===== src/rtl/sensor_pkg.sv =====
// sensor_pkg: sensor count, reading width and scanner FSM encoding shared with the height logic
package sensor_pkg;
    localparam int NUM_SENSORS = 4;
    localparam int SENSOR_W    = 8;
    localparam int IDX_W       = $clog2(NUM_SENSORS);
    typedef enum logic [1:0] {IDLE, REQ, RELEASE} state_t;
endpackage


===== src/rtl/hs_timeout.sv =====
// hs_timeout: clearable saturating up-counter flagging when LIMIT cycles have elapsed
module hs_timeout #(
    parameter int LIMIT = 255
) (
    input  logic clk,
    input  logic rst_n,
    input  logic clr,
    output logic expired
);
    localparam int W = $clog2(LIMIT + 1);
    logic [W-1:0] cnt;
    assign expired = cnt == W'(LIMIT);
    always_ff @(posedge clk or negedge rst_n)
        if (!rst_n)
            cnt <= '0;
        else if (clr)
            cnt <= '0;
        else if (!expired)
            cnt <= cnt + 1'b1;
endmodule


===== src/rtl/sensor_scanner.sv =====
// sensor_scanner: polls four sensors over a four-phase req/ack bus and publishes atomic snapshots; SENSOR_SCANNER_TIMEOUT_EN adds per-phase timeouts
module sensor_scanner
    import sensor_pkg::*;
#(
    parameter int TIMEOUT_CYCLES = 255
) (
    input  logic                clk,
    input  logic                rst_n,
    input  logic                start,
    output logic [IDX_W-1:0]    sens_sel,
    output logic                sens_req,
    input  logic                sens_ack,
    input  logic [SENSOR_W-1:0] sens_data,
    output logic [SENSOR_W-1:0] sensor1,
    output logic [SENSOR_W-1:0] sensor2,
    output logic [SENSOR_W-1:0] sensor3,
    output logic [SENSOR_W-1:0] sensor4,
    output logic                snap_valid,
    output logic                busy,
    output logic [NUM_SENSORS-1:0] fault
);
    state_t state, state_nx;
    logic [IDX_W-1:0]       idx;
    logic [SENSOR_W-1:0]    shadow [NUM_SENSORS];
    logic [SENSOR_W-1:0]    snap   [NUM_SENSORS];
    logic [NUM_SENSORS-1:0] shadow_flt, flt_nx;
    logic to_exp, req_go, rel_go, last;
`ifdef SENSOR_SCANNER_TIMEOUT_EN
    hs_timeout #(.LIMIT(TIMEOUT_CYCLES)) u_timeout (
        .clk     (clk),
        .rst_n   (rst_n),
        .clr     (state_nx != state),
        .expired (to_exp)
    );
`else
    assign to_exp = 1'b0;
`endif
    assign req_go   = state == REQ && (sens_ack || to_exp);
    assign rel_go   = state == RELEASE && (!sens_ack || to_exp);
    assign last     = idx == IDX_W'(NUM_SENSORS - 1);
    assign sens_req = state == REQ;
    assign busy     = state != IDLE;
    assign sens_sel = idx;
    assign {sensor4, sensor3, sensor2, sensor1} = {snap[3], snap[2], snap[1], snap[0]};
    always_comb begin
        state_nx = state == IDLE ? (start && !sens_ack ? REQ : IDLE)
                 : req_go        ? RELEASE
                 : rel_go        ? (last ? IDLE : REQ)
                 : state;
        flt_nx = shadow_flt;
        if (req_go)
            flt_nx[idx] = !sens_ack;
        if (rel_go && sens_ack)
            flt_nx[idx] = 1'b1;
    end
    always_ff @(posedge clk or negedge rst_n)
        if (!rst_n) begin
            state      <= IDLE;
            idx        <= '0;
            shadow     <= '{default: '0};
            snap       <= '{default: '0};
            shadow_flt <= '0;
            fault      <= '0;
            snap_valid <= 1'b0;
        end else begin
            state      <= state_nx;
            shadow_flt <= flt_nx;
            snap_valid <= rel_go && last;
            if (state == IDLE && state_nx == REQ)
                idx <= '0;
            else if (rel_go && !last)
                idx <= idx + 1'b1;
            if (req_go)
                shadow[idx] <= sens_ack ? sens_data : '0;
            if (rel_go && last) begin
                snap  <= shadow;
                fault <= flt_nx;
            end
        end
endmodule


===== config.mk =====
export PLATFORM = sky130hd
export DESIGN_NAME = sensor_scanner
export DESIGN_NICKNAME = d
export VERILOG_FILES = /design/src/rtl/sensor_pkg.sv /design/src/rtl/hs_timeout.sv /design/src/rtl/sensor_scanner.sv
export SDC_FILE = /design/constraint.sdc
export NUM_CORES = 1
export LEC_CHECK = 0
export BUFFER_PORTS_ARGS = -buffer_cell sky130_fd_sc_hd__buf_2
export CELL_PAD_IN_SITES_DETAIL_PLACEMENT = 1
export CELL_PAD_IN_SITES_GLOBAL_PLACEMENT = 2
export CORE_AREA = 2 2 110 80
export DETAILED_ROUTE_END_ITERATION = 7
export DIE_AREA = 0 0 112 82
export PLACE_DENSITY_LB_ADDON = 0.1
export SLEW_MARGIN = 15
export SYNTH_ARGS = -nofsm -noshare
export SYNTH_HDL_FRONTEND = slang
export SYNTH_SLANG_ARGS = --single-unit

===== constraint.sdc =====
create_clock -name clk -period 2.2 [get_ports clk]
set_input_delay 0.33 -clock clk [delete_from_list [all_inputs] [get_ports clk]]
set_output_delay 0.33 -clock clk [all_outputs]
set_load 0.01 [all_outputs]

After elaboration in Yosys (flattened, before gate mapping):

Cells that the tools add are included.
W data, S select, Z words.

* $add $sub $neg: 1
* order comparisons: 4
* equal/unequal tests: 4
* mux-type cells: 16
* bitwise operators: 2
* reductions and logical operators: 14

Operators by type and width (number)
* $bwmux W32: 1
* $demux W8 S2: 1
* $mux W8: 2
* $mux W2: 5
* $logic_and A1 B1 Y1: 9
* $mux W4: 2
* $bwmux W4: 1
* $eq A2 B1 Y1 const B: 2
* $eq A2 B2 Y1 const B: 2
* $or A4 B4 Y4: 1
* $reduce_bool A2 Y1: 2
* $ge A3 B3 Y1 const B: 1
* $lt A2 B3 Y1 const B: 1
* $lt A3 B1 Y1 const B: 1
* $mux W1: 3
* $not A2 Y3: 1
* $add A2 B1 Y2 const B: 1
* $demux W1 S2: 1
* $ge A2 B1 Y1 const B: 1
* $logic_not A1 Y1: 2
* $logic_not A2 Y1: 1

* flip-flop bits (word level): 77
* input bits: 12
* output and inout bits: 41
* logic and storage cells: 54

Logic depth before layout (Yosys ltp):

Gate-level depths: netlist of run 1.

* depth in word-level cells: 8
* depth in mapped cells: 6
* mapped depth without buffers: 5

Worst setup path after synthesis of run 1:

OpenSTA, ideal clock, no wires.

* kind: flip-flop to flip-flop
* start point: reg idx[0], in the netlist sens_sel[0]
* end point: reg snap (netlist bit sensor1[0])
* setup time: 0.125 ns
* arrival: 1.574 ns
* data required time: 2.075 ns
* setup slack: 0.501 ns
* cell stages (with the launch flop): 6
* buffers on the path: 2
* clock period less this slack: 1.699 ns
* cell sequence: dfrtp_1 ha_1 and3_4 buf_12 buf_12 mux2_4

* cells in the longest elaborated chain, start to end: 2

Ends and longest elaborated chain
* from (decl): line sensor_scanner.sv:23 `logic [IDX_W-1:0] idx;`
* from (signal assigned): line sensor_scanner.sv:72 `idx <= idx + 1'b1;`
* $eq A2 B2 Y1: line sensor_scanner.sv:40 `assign last = idx == IDX_W'(NUM_SENSORS - 1);`
* $logic_and A1 B1 Y1: line sensor_scanner.sv:75 `if (rel_go && last) begin`
* to (signal assigned): line sensor_scanner.sv:76 `snap <= shadow;`
* to (decl): line sensor_scanner.sv:25 `logic [SENSOR_W-1:0] snap [NUM_SENSORS];`

Every way passes these cells.
A chain may end at the register's enable or synchronous reset.

Worst setup path in the final report of run 1:

* start point: reg idx[0], in the netlist sens_sel[0]
* end point: reg snap (netlist bit sensor4[1])

The elaborated chain is that of the path after synthesis.

==> results of run 1 <==
registers in the layout, summed over array words and instances (netlist names):
register    count
sensor4         8
shadow_flt      4
state           2
sensor1         8
snap_valid      1
sensor3         8
shadow         32
sens_sel        2
fault           4
sensor2         8
path summary, 6_finish.rpt:
path                            slack, ns             to  cells past startpoint          start
worst min register to register       0.49  shadow_flt[0]                      1  shadow_flt[0]
worst min-delay path                 0.14    sens_sel[1]                      1          rst_n
max in group asynchronous            1.43     sensor1[7]                      1          rst_n
worst max-delay path                 0.22     sensor4[1]                      4    sens_sel[0]
worst max register to register       0.22     sensor4[1]                      4    sens_sel[0]
min in group clk                     0.28      shadow[3]                      2   sens_data[3]
routing by layer:
| metal | vias to the layer above | track usage [%] | part of all wire, % |
|---|---|---|---|
| met2 | 35 | 23.58 | 47 |
| met5 | - | 0 | 0 |
| met1 | 870 | 19.73 | 48 |
| li1 | 761 | - | - |
| met3 | 5 | 5.683 | 4.6 |
| met4 | 0 | 3.293 | 0.62 |
worst max-delay path: stages, from the launching register on:
cell	delay, ns
dfrtp_1	0.47
ha_1	0.38
and3_4	0.41
buf_12	0.22
mux2_2	0.36
final cells by class:
type | instances | area [sq um] | share of cell area, %
repair buffers | 54 | 290.3 | 7.674
clock inverters | 3 | 42.54 | 1.125
flip-flops and latches | 77 | 1927 | 50.94
clock buffers | 13 | 270.3 | 7.145
inverters | 2 | 7.507 | 0.1985
well taps | 105 | 131.4 | 3.473
multi-input cells | 98 | 1114 | 29.44
through the flow:
| step | hold slack (ns) | setup slack [ns] |
|---|---|---|
| after global placement | 0.4615 | 0.3708 |
| after CTS | 0.1959 | 0.2135 |
| after floorplan | 0.03441 | 0.5011 |
| after detailed placement | 0.4775 | 0.2388 |
| final | 0.1444 | 0.2212 |
| after global routing | 0.2144 | 0.1196 |
logic make-up after synthesis:
| group | count (synthesis) | share of synthesized area [%] |
|---|---|---|
| compound gates | 7 | 1.708 |
| fa+ha+maj | 4 | 1.589 |
| buf+inv | 9 | 3.457 |
| flops | 77 | 61.18 |
| mux | 68 | 27.77 |
| simple gates | 19 | 4.291 |
where the power goes:
group / switching, W / total, W / internal (W)
clock: 0.000535 / 0.00150 / 0.000969
combinational: 0.000678 / 0.00164 / 0.000960
sequential: 0.000377 / 0.00236 / 0.00199
cell usage in the layout, fill, tap and decap left out, drive strengths merged:
master,n
nor2b,2
a21oi,1
a22o,3
clkinv,1
buf,54
ha,4
bufinv,1
nand2,6
a2bb2oi,1
nand4b,1
dfrtp,77
and2,4
clkbuf,13
clkinvlp,1
mux2,68
a21o,1
nor4,1
and3b,1
inv,2
and3,1
o21ai,1
or2,1
nor2,2
Yosys cell counts:
cell       instances  area (sq um)
buf_12             4         80.08
buf_6              1         11.26
mux2_4            29         435.4
buf_2              2         10.01
o21ai_0            1         5.000
mux2_1             1         11.26
a21o_1             1         7.510
a21oi_1            1         5.000
a22o_1             2         17.52
ha_1               4         50.05
nor2_1             1         3.750
a2bb2oi_1          1         8.760
dfrtp_1           77          1927
and2_1             4         25.02
mux2_2            38         427.9
or2_2              1         6.260
inv_1              2         7.510
nor4_1             1         6.260
nor2b_1            2         12.51
nand4b_4           1         23.77
nand2_2            3         18.77
nor2_2             1         6.260
a22o_2             1         10.01
and3b_2            1         10.01
nand2_1            3         11.26
and3_4             1         11.26
==> results.sh, run 1 <==
export IMPL_setup_tns_final_ns=0
export IMPL_syn_num_nets=200
export IMPL_fin_cells=352
export IMPL_grt_util_all_layers_pct=14.88
export IMPL_diodes=0
export IMPL_first_iter_violations=68
export IMPL_antenna_found_initial=0
export IMPL_fillCellCount=840
export IMPL_grt_max_degree=78
export IMPL_path_class="reg -> reg"
export IMPL_max_slew_margin_pct=36.10
export IMPL_ios=53
export IMPL_finalPower_w=0.005507
export IMPL_htree_levels=3
export IMPL_slew_violations=0
export IMPL_vdd_drop_max_mv=0.5259
export IMPL_fmax_ghz=0.5054
export IMPL_numPortBuffers=52
export IMPL_netlist_instances=184
export IMPL_avgSynthCellArea_sq_um=17.12
export IMPL_fp_dieArea_sq_um=9184
export IMPL_crit_arrival_ns=2.19
export IMPL_ys_seq_area_share_pct=61.18
export IMPL_overflow=0
export IMPL_grt_pass1_wl_mm=10.38
export IMPL_clk_pin_slew_ns=0.06
export IMPL_drcViolationCount=0
export IMPL_setup_viol=0
export IMPL_fin_crit_ns=1.979
export IMPL_ys_types=26
export IMPL_start_util_pct=38.42
export IMPL_placedCellCount=336
export IMPL_die_width_microns=112
export IMPL_worstHoldPathType="in -> async"
export IMPL_worst_skew_pair_late_latency_ns=0.33
export IMPL_leakage_nw=1.923
export IMPL_cts_setup_buffers=0
export IMPL_tightest_slew_ns=0.9586
export IMPL_yosys_warnings=0
export IMPL_synthToLayoutAreaGrowth_pct=20.10
export IMPL_rsz0062_at_grt="no"
export IMPL_finalHoldViolCount=0
export IMPL_postRouteAntennaNets=0
export IMPL_max_cap_violations=0
export IMPL_cts_root_buf="clkbuf_16"
export IMPL_p_per_area_nw_per_um2=1456
export IMPL_cts_tree="yes"
export IMPL_totalWireLength_mm=6.331
export IMPL_period_share_pct=89.95
export IMPL_dr_total_vias=1671
export IMPL_synth_cell_area_sq_um=3149
export IMPL_status="finished clean"
export IMPL_cp_required_ns=2.41
export IMPL_wire_per_inst_microns=17.99
export IMPL_cts_buffers=9
export IMPL_path_max_fanout=20
export IMPL_coreArea_sq_um=8198
export IMPL_postPlaceCellArea_sq_um=3470
export IMPL_crit_path_start_kind="flop"
export IMPL_fp_dieH_microns=82
export IMPL_stdcell_area_sq_um=3782
export IMPL_utilization_pct=46.14
export IMPL_cts_resized=0
export IMPL_cts_sinks=77
export IMPL_num_rows=28
export IMPL_grt_pass1_vias=1863
export IMPL_skew_ns=0.008920
export IMPL_drive_gt1_share_pct=58.70
export IMPL_cp_end_kind="flop"
export IMPL_clock_path_buffers=2
export IMPL_synth_ff_latch_count=77
export IMPL_dp_hpwl_mm=4.272
export IMPL_postCtsHoldBufs=0
export IMPL_dr_pass1_iters=3
export IMPL_gp_congestion=0.8106
export IMPL_via_per_inst=4.747
export IMPL_layout_nets=258
(Power assumes the default switching activity.)
==> run 2: changes to the inputs <==
Settings changed: BUFFER_PORTS_ARGS -buffer_cell sky130_fd_sc_hd__buf_2 to default, CORE_AREA 2 2 110 80 to 2 2 103 75, DIE_AREA 0 0 112 82 to 0 0 105 77, DONT_BUFFER_PORTS from default to 1.
==> run 2 against run 1 <==
Final cell count fell by 16%. Sequential share of layout area is 5.1 points higher. Sequential power grew 8%. Critical path type unchanged. Critical endpoint is now fault[3]. Largest cell class unchanged.
==> results.sh, run 2 (synthesis gave the netlist of run 1 again) <==
export IMPL_status="finished clean"
export IMPL_timing_rr_start="sens_sel[0]"
export IMPL_path_max_fanout=9
export IMPL_max_slew_margin_pct=75.48
export IMPL_cts_buffers=9
export IMPL_dr_total_vias=1514
export IMPL_utilization_pct=48.47
export IMPL_slew_violations=0
export IMPL_wire_per_inst_microns=19.68
export IMPL_leakage_nw=1.638
export IMPL_layout_cells_most_common_list="dfrtp_1, mux2_2, mux2_4, clkbuf_8"
export IMPL_via_per_inst=5.115
export IMPL_grt_max_degree=78
export IMPL_gp_congestion=0.7169
export IMPL_setup_tns_final_ns=0
export IMPL_power_frac_clock_pct=20.7
export IMPL_p_seq_share_pct=54.2
export IMPL_crit_arrival_ns=1.99
export IMPL_postRouteAntennaNets=0
export IMPL_cts_setup_buffers=0
export IMPL_ios=53
export IMPL_fin_crit_ns=1.767
export IMPL_clk_pin_slew_ns=0.08
export IMPL_hold_start="sens_ack"
export IMPL_fmax_ghz=0.5660
export IMPL_period_share_pct=80.31
export IMPL_dr_pass1_iters=3
export IMPL_p_sw_share_pct=32.08
export IMPL_fp_dieArea_sq_um=8085
export IMPL_cts_root_buf="clkbuf_8"
export IMPL_worst_skew_pair_late_latency_ns=0.34
export IMPL_overflow=0
export IMPL_grt_util_all_layers_pct=15.83
export IMPL_dp_hpwl_mm=3.872
export IMPL_die_width_microns=105
export IMPL_setup_worst_path_start="sens_sel[0]"
export IMPL_crit_path_start_kind="flop"
export IMPL_fillCellCount=711
export IMPL_start_util_pct=44.41
export IMPL_path_class="reg -> reg"
export IMPL_grt_pass1_vias=1718
export IMPL_numPortBuffers=0
export IMPL_drive_gt1_share_pct=48.48
export IMPL_diodes=0
export IMPL_fp_dieH_microns=77
export IMPL_cp_required_ns=2.43
export IMPL_htree_levels=3
export IMPL_largest_reg_flops=32
export IMPL_grt_pass1_wl_mm=9.584
export IMPL_coreArea_sq_um=7092
export IMPL_tightest_slew_ns=0.3677
export IMPL_holdWs_ns=0.07021
export IMPL_worstHoldPathType="in -> reg"
export IMPL_setup_viol=0
export IMPL_layout_commonest_cell="dfrtp_1"
export IMPL_max_cap_violations=0
export IMPL_layout_nets=209
export IMPL_antenna_found_initial=0
export IMPL_postCtsHoldBufs=2
export IMPL_totalWireLength_mm=5.826
export IMPL_clock_path_buffers=2
export IMPL_vdd_drop_max_mv=0.5658
export IMPL_switchingPower_w=0.001506
export IMPL_synthToLayoutAreaGrowth_pct=9.138
export IMPL_top_register="shadow"
export IMPL_first_iter_violations=70
export IMPL_cts_tree="yes"
export IMPL_p_per_area_nw_per_um2=1366
export IMPL_num_rows=26
export IMPL_finalHoldViolCount=0
export IMPL_cts_sinks=77
export IMPL_cts_resized=0
export IMPL_skew_ns=0.004885
export IMPL_rsz0062_at_grt="no"
export IMPL_drcViolationCount=0
export IMPL_pwr_share_comb_pct=25.2
export IMPL_p_int_w=0.003188
export IMPL_cp_end_kind="flop"
## run 2: cell count changes in the layout (fill, tap and decap cells not counted), moves of 2 or more
cell / change
clkbuf_8: +6
clkbuf_16: -9
inv_6: +2
buf_2: -51
## run 2: routing by layer
metal / track usage, % / up-vias / share of wire (%)
li1: - / 666 / -
met5: 0 / - / 0
met2: 25.39 / 40 / 49
met1: 19.77 / 801 / 44
met4: 5.200 / 0 / 1.1
met3: 6.122 / 7 / 5.8
## run 2: path summary, 6_finish.rpt
kind | to | slack (ns) | depth (start not counted)
max in group asynchronous | sensor4[1] | 1.36 | 2
max | fault[3] | 0.43 | 5
min in group asynchronous | sensor1[4] | 0.55 | 2
max reg2reg | fault[3] | 0.43 | 5
min | state[0] | 0.07 | 1
min reg2reg | shadow_flt[3] | 0.50 | 1
## run 2: stage by stage
stage          worst slack (ns)  instance area [sq um]  power (W)  instances
2_1_floorplan            0.5011                   3149   0.003489        184
3_3_place_gp             0.5099                   3218   0.003639        278
3_5_place_dp             0.4307                   3218   0.003745        278
4_1_cts                  0.4247                   3437   0.004778        296
5_1_grt                  0.3242                   3437   0.005015        296
6_report                 0.4333                   3437   0.004694        296
## run 2: power groups by stage
stage	Sequential (W)	Combinational [W]	Clock, W
5_1_grt	0.00263	0.00129	0.00109
6_report	0.00254	0.00118	0.000970
4_1_cts	0.00256	0.00121	0.00102
3_3_place_gp	0.00254	0.00110	0
2_1_floorplan	0.00239	0.00110	0
3_5_place_dp	0.00258	0.00116	0
## run 2: area by class of cell
class                           count  area [sq um]  share of cell area [%]
Clock buffer                        9         123.9                   3.604
Clock inverter                      7         57.56                   1.675
Inverter                            2         7.507                  0.2184
Multi-Input combinational cell     98          1114                   32.40
Sequential cell                    77          1927                   56.06
Tap cell                           98         122.6                   3.568
Timing Repair Buffer                5         85.08                   2.475
## run 2: critical path, stage by stage, from the launching register on
cell,delay (ns)
dfrtp_1,0.52
ha_1,0.24
buf_4,0.16
nand4b_4,0.21
and2_1,0.25
mux2_2,0.26
==> run 3: changes to the inputs <==
Clock period 2.2 ns to 1.72 ns, I/O delays scaled along.
==> run 3 against run 2 <==
The run now ends with hold timing left. Routed wire length down 2.6%. Sequential share of layout area up 0.10 points. Setup slack worse by 0.31 ns. Utilization down 0.088 points. Largest power group unchanged. Die area unchanged. Critical path depth down 2. Sequential cell count unchanged. Largest cell class unchanged. Clock-buffer cell count unchanged. Clock power up 28%. Critical path type unchanged. Fmax up 10%.
==> results.sh, run 3 (synthesis gave the netlist of run 1 again) <==
export IMPL_clk_pin_slew_ns=0.09
export IMPL_cts_root_buf="clkbuf_8"
export IMPL_violations="hold timing"
export IMPL_grt_pass1_vias=1655
export IMPL_dp_hpwl_mm=3.786
export IMPL_max_slew_margin_pct=77.73
export IMPL_drcViolationCount=0
export IMPL_rsz0062_at_grt="no"
export IMPL_grt_max_degree=78
export IMPL_wire_per_inst_microns=19.05
export IMPL_slowest_delay_ns=0.55
export IMPL_finalHoldViolCount=77
export IMPL_worst_slack_ns=0.1186
export IMPL_worst_skew_pair_late_latency_ns=0.34
export IMPL_cts_setup_buffers=0
export IMPL_start_util_pct=44.41
export IMPL_worstHoldPathType="in -> async"
export IMPL_max_cap_violations=0
export IMPL_top_register="shadow"
export IMPL_cp_required_ns=1.95
export IMPL_skew_ns=0.007646
export IMPL_status="finished, violations left"
export IMPL_drive_gt1_share_pct=49.00
export IMPL_cts_tree="yes"
export IMPL_overflow=0
export IMPL_fin_cells=298
export IMPL_dp_slack_ns=0.1515
export IMPL_layout_nets=211
export IMPL_synthToLayoutAreaGrowth_pct=8.939
export IMPL_postCtsHoldBufs=1
export IMPL_numPortBuffers=0
export IMPL_totalWireLength_mm=5.677
export IMPL_timing_rr_start="state[1]"
export IMPL_htree_levels=3
export IMPL_antenna_found_initial=0
export IMPL_fin_crit_ns=1.601
export IMPL_setup_viol=0
export IMPL_p_per_area_nw_per_um2=1751
export IMPL_fp_dieH_microns=77
export IMPL_cp_end_kind="flop"
export IMPL_layout_cells_most_common_list="dfrtp_1, mux2_2, mux2_4, clkbuf_8"
export IMPL_coreArea_sq_um=7092
export IMPL_dr_total_vias=1511
export IMPL_grt_util_all_layers_pct=15.02
export IMPL_first_iter_violations=58
export IMPL_fp_dieArea_sq_um=8085
export IMPL_reg2reg_depth=3
export IMPL_crit_arrival_ns=1.83
export IMPL_gp_congestion=0.7247
export IMPL_holdWs_ns=-0.4074
export IMPL_leakage_nw=1.642
export IMPL_reg2reg_to="shadow[30]"
export IMPL_ios=53
export IMPL_fmax_ghz=0.6245
export IMPL_setup_tns_final_ns=0
export IMPL_path_max_fanout=11
export IMPL_crit_path_start_kind="flop"
export IMPL_slowest_stage="dfrtp_1"
export IMPL_diodes=0
export IMPL_cts_sinks=77
export IMPL_vdd_drop_max_mv=0.6563
export IMPL_via_per_inst=5.070
export IMPL_die_width_microns=105
export IMPL_path_class="reg -> reg"
export IMPL_finalPower_w=0.006008
export IMPL_clock_path_buffers=2
export IMPL_grt_pass1_wl_mm=8.997
export IMPL_slew_violations=0
export IMPL_largest_reg_flops=32
export IMPL_num_rows=26
export IMPL_cts_buffers=9
export IMPL_r2r_setup_slack_ns=0.12
export IMPL_crit_chain="and3b_2 > nand2_2 > mux2_2"
export IMPL_placedCellCount=281
export IMPL_cts_resized=0
export IMPL_dr_pass1_iters=3
export IMPL_tightest_slew_ns=0.3340
export IMPL_layout_commonest_cell="dfrtp_1"
export IMPL_period_share_pct=93.10
export IMPL_postRouteAntennaNets=0
run 3: cell count changes in the layout (fill, tap and decap cells not counted):
cell and delta:
buf_4 +3, inv_6 +2, buf_16 -1, clkinvlp_4 -1, inv_8 -1
run 3: final cells by class:
class	instances	area, sq um
repair buffers	7	80.08
clock buffers	9	123.9
clock inverters	7	56.30
fillers	702	3661
inverters	2	7.507
multi-input cells	98	1114
flip-flops and latches	77	1927
well taps	98	122.6
run 3: routing by layer:
layer	GRT usage [%]	wire (microns)	vias to the layer above
li1	-	-	666
met1	18.27	2449	795
met2	23.38	2722	41
met3	6.207	391	9
met4	6.933	114	0
met5	0	0	-
run 3: worst max-delay path by stage:
stage,start,endpoint,cells past startpoint
after floorplan,sens_sel[0],sensor1[0],5
after global placement,state[1],shadow[10],3
after detailed placement,state[1],shadow[30],3
after CTS,state[1],shadow[13],3
after global routing,sens_sel[0],shadow[25],5
final,state[1],shadow[30],3
run 3: where the power goes:
| part | leakage (nW) | switching (W) | internal (W) | total, W |
|---|---|---|---|---|
| Clock | 0.0910 | 0.000697 | 0.000544 | 0.00124 |
| Sequential | 0.993 | 0.000654 | 0.00254 | 0.00319 |
| Combinational | 0.559 | 0.000540 | 0.00104 | 0.00158 |
run 3: worst max-delay path, delay by kind of cell (launching register included):
kind             cells  cell delay (ns)
and+or+nand+nor      2             0.55
muxes                1             0.38
DFF                  1             0.55
run 3: metrics by stage:
step / util (%) / cell area [sq um] / hold WS (ns)
6_report: 48.38 / 3431 / -0.4074
5_1_grt: 48.38 / 3431 / -0.4486
4_1_cts: 48.38 / 3431 / -0.4288
3_5_place_dp: 45.70 / 3241 / -0.03553
3_3_place_gp: 45.70 / 3241 / -0.03575
2_1_floorplan: - / 3149 / -0.03759
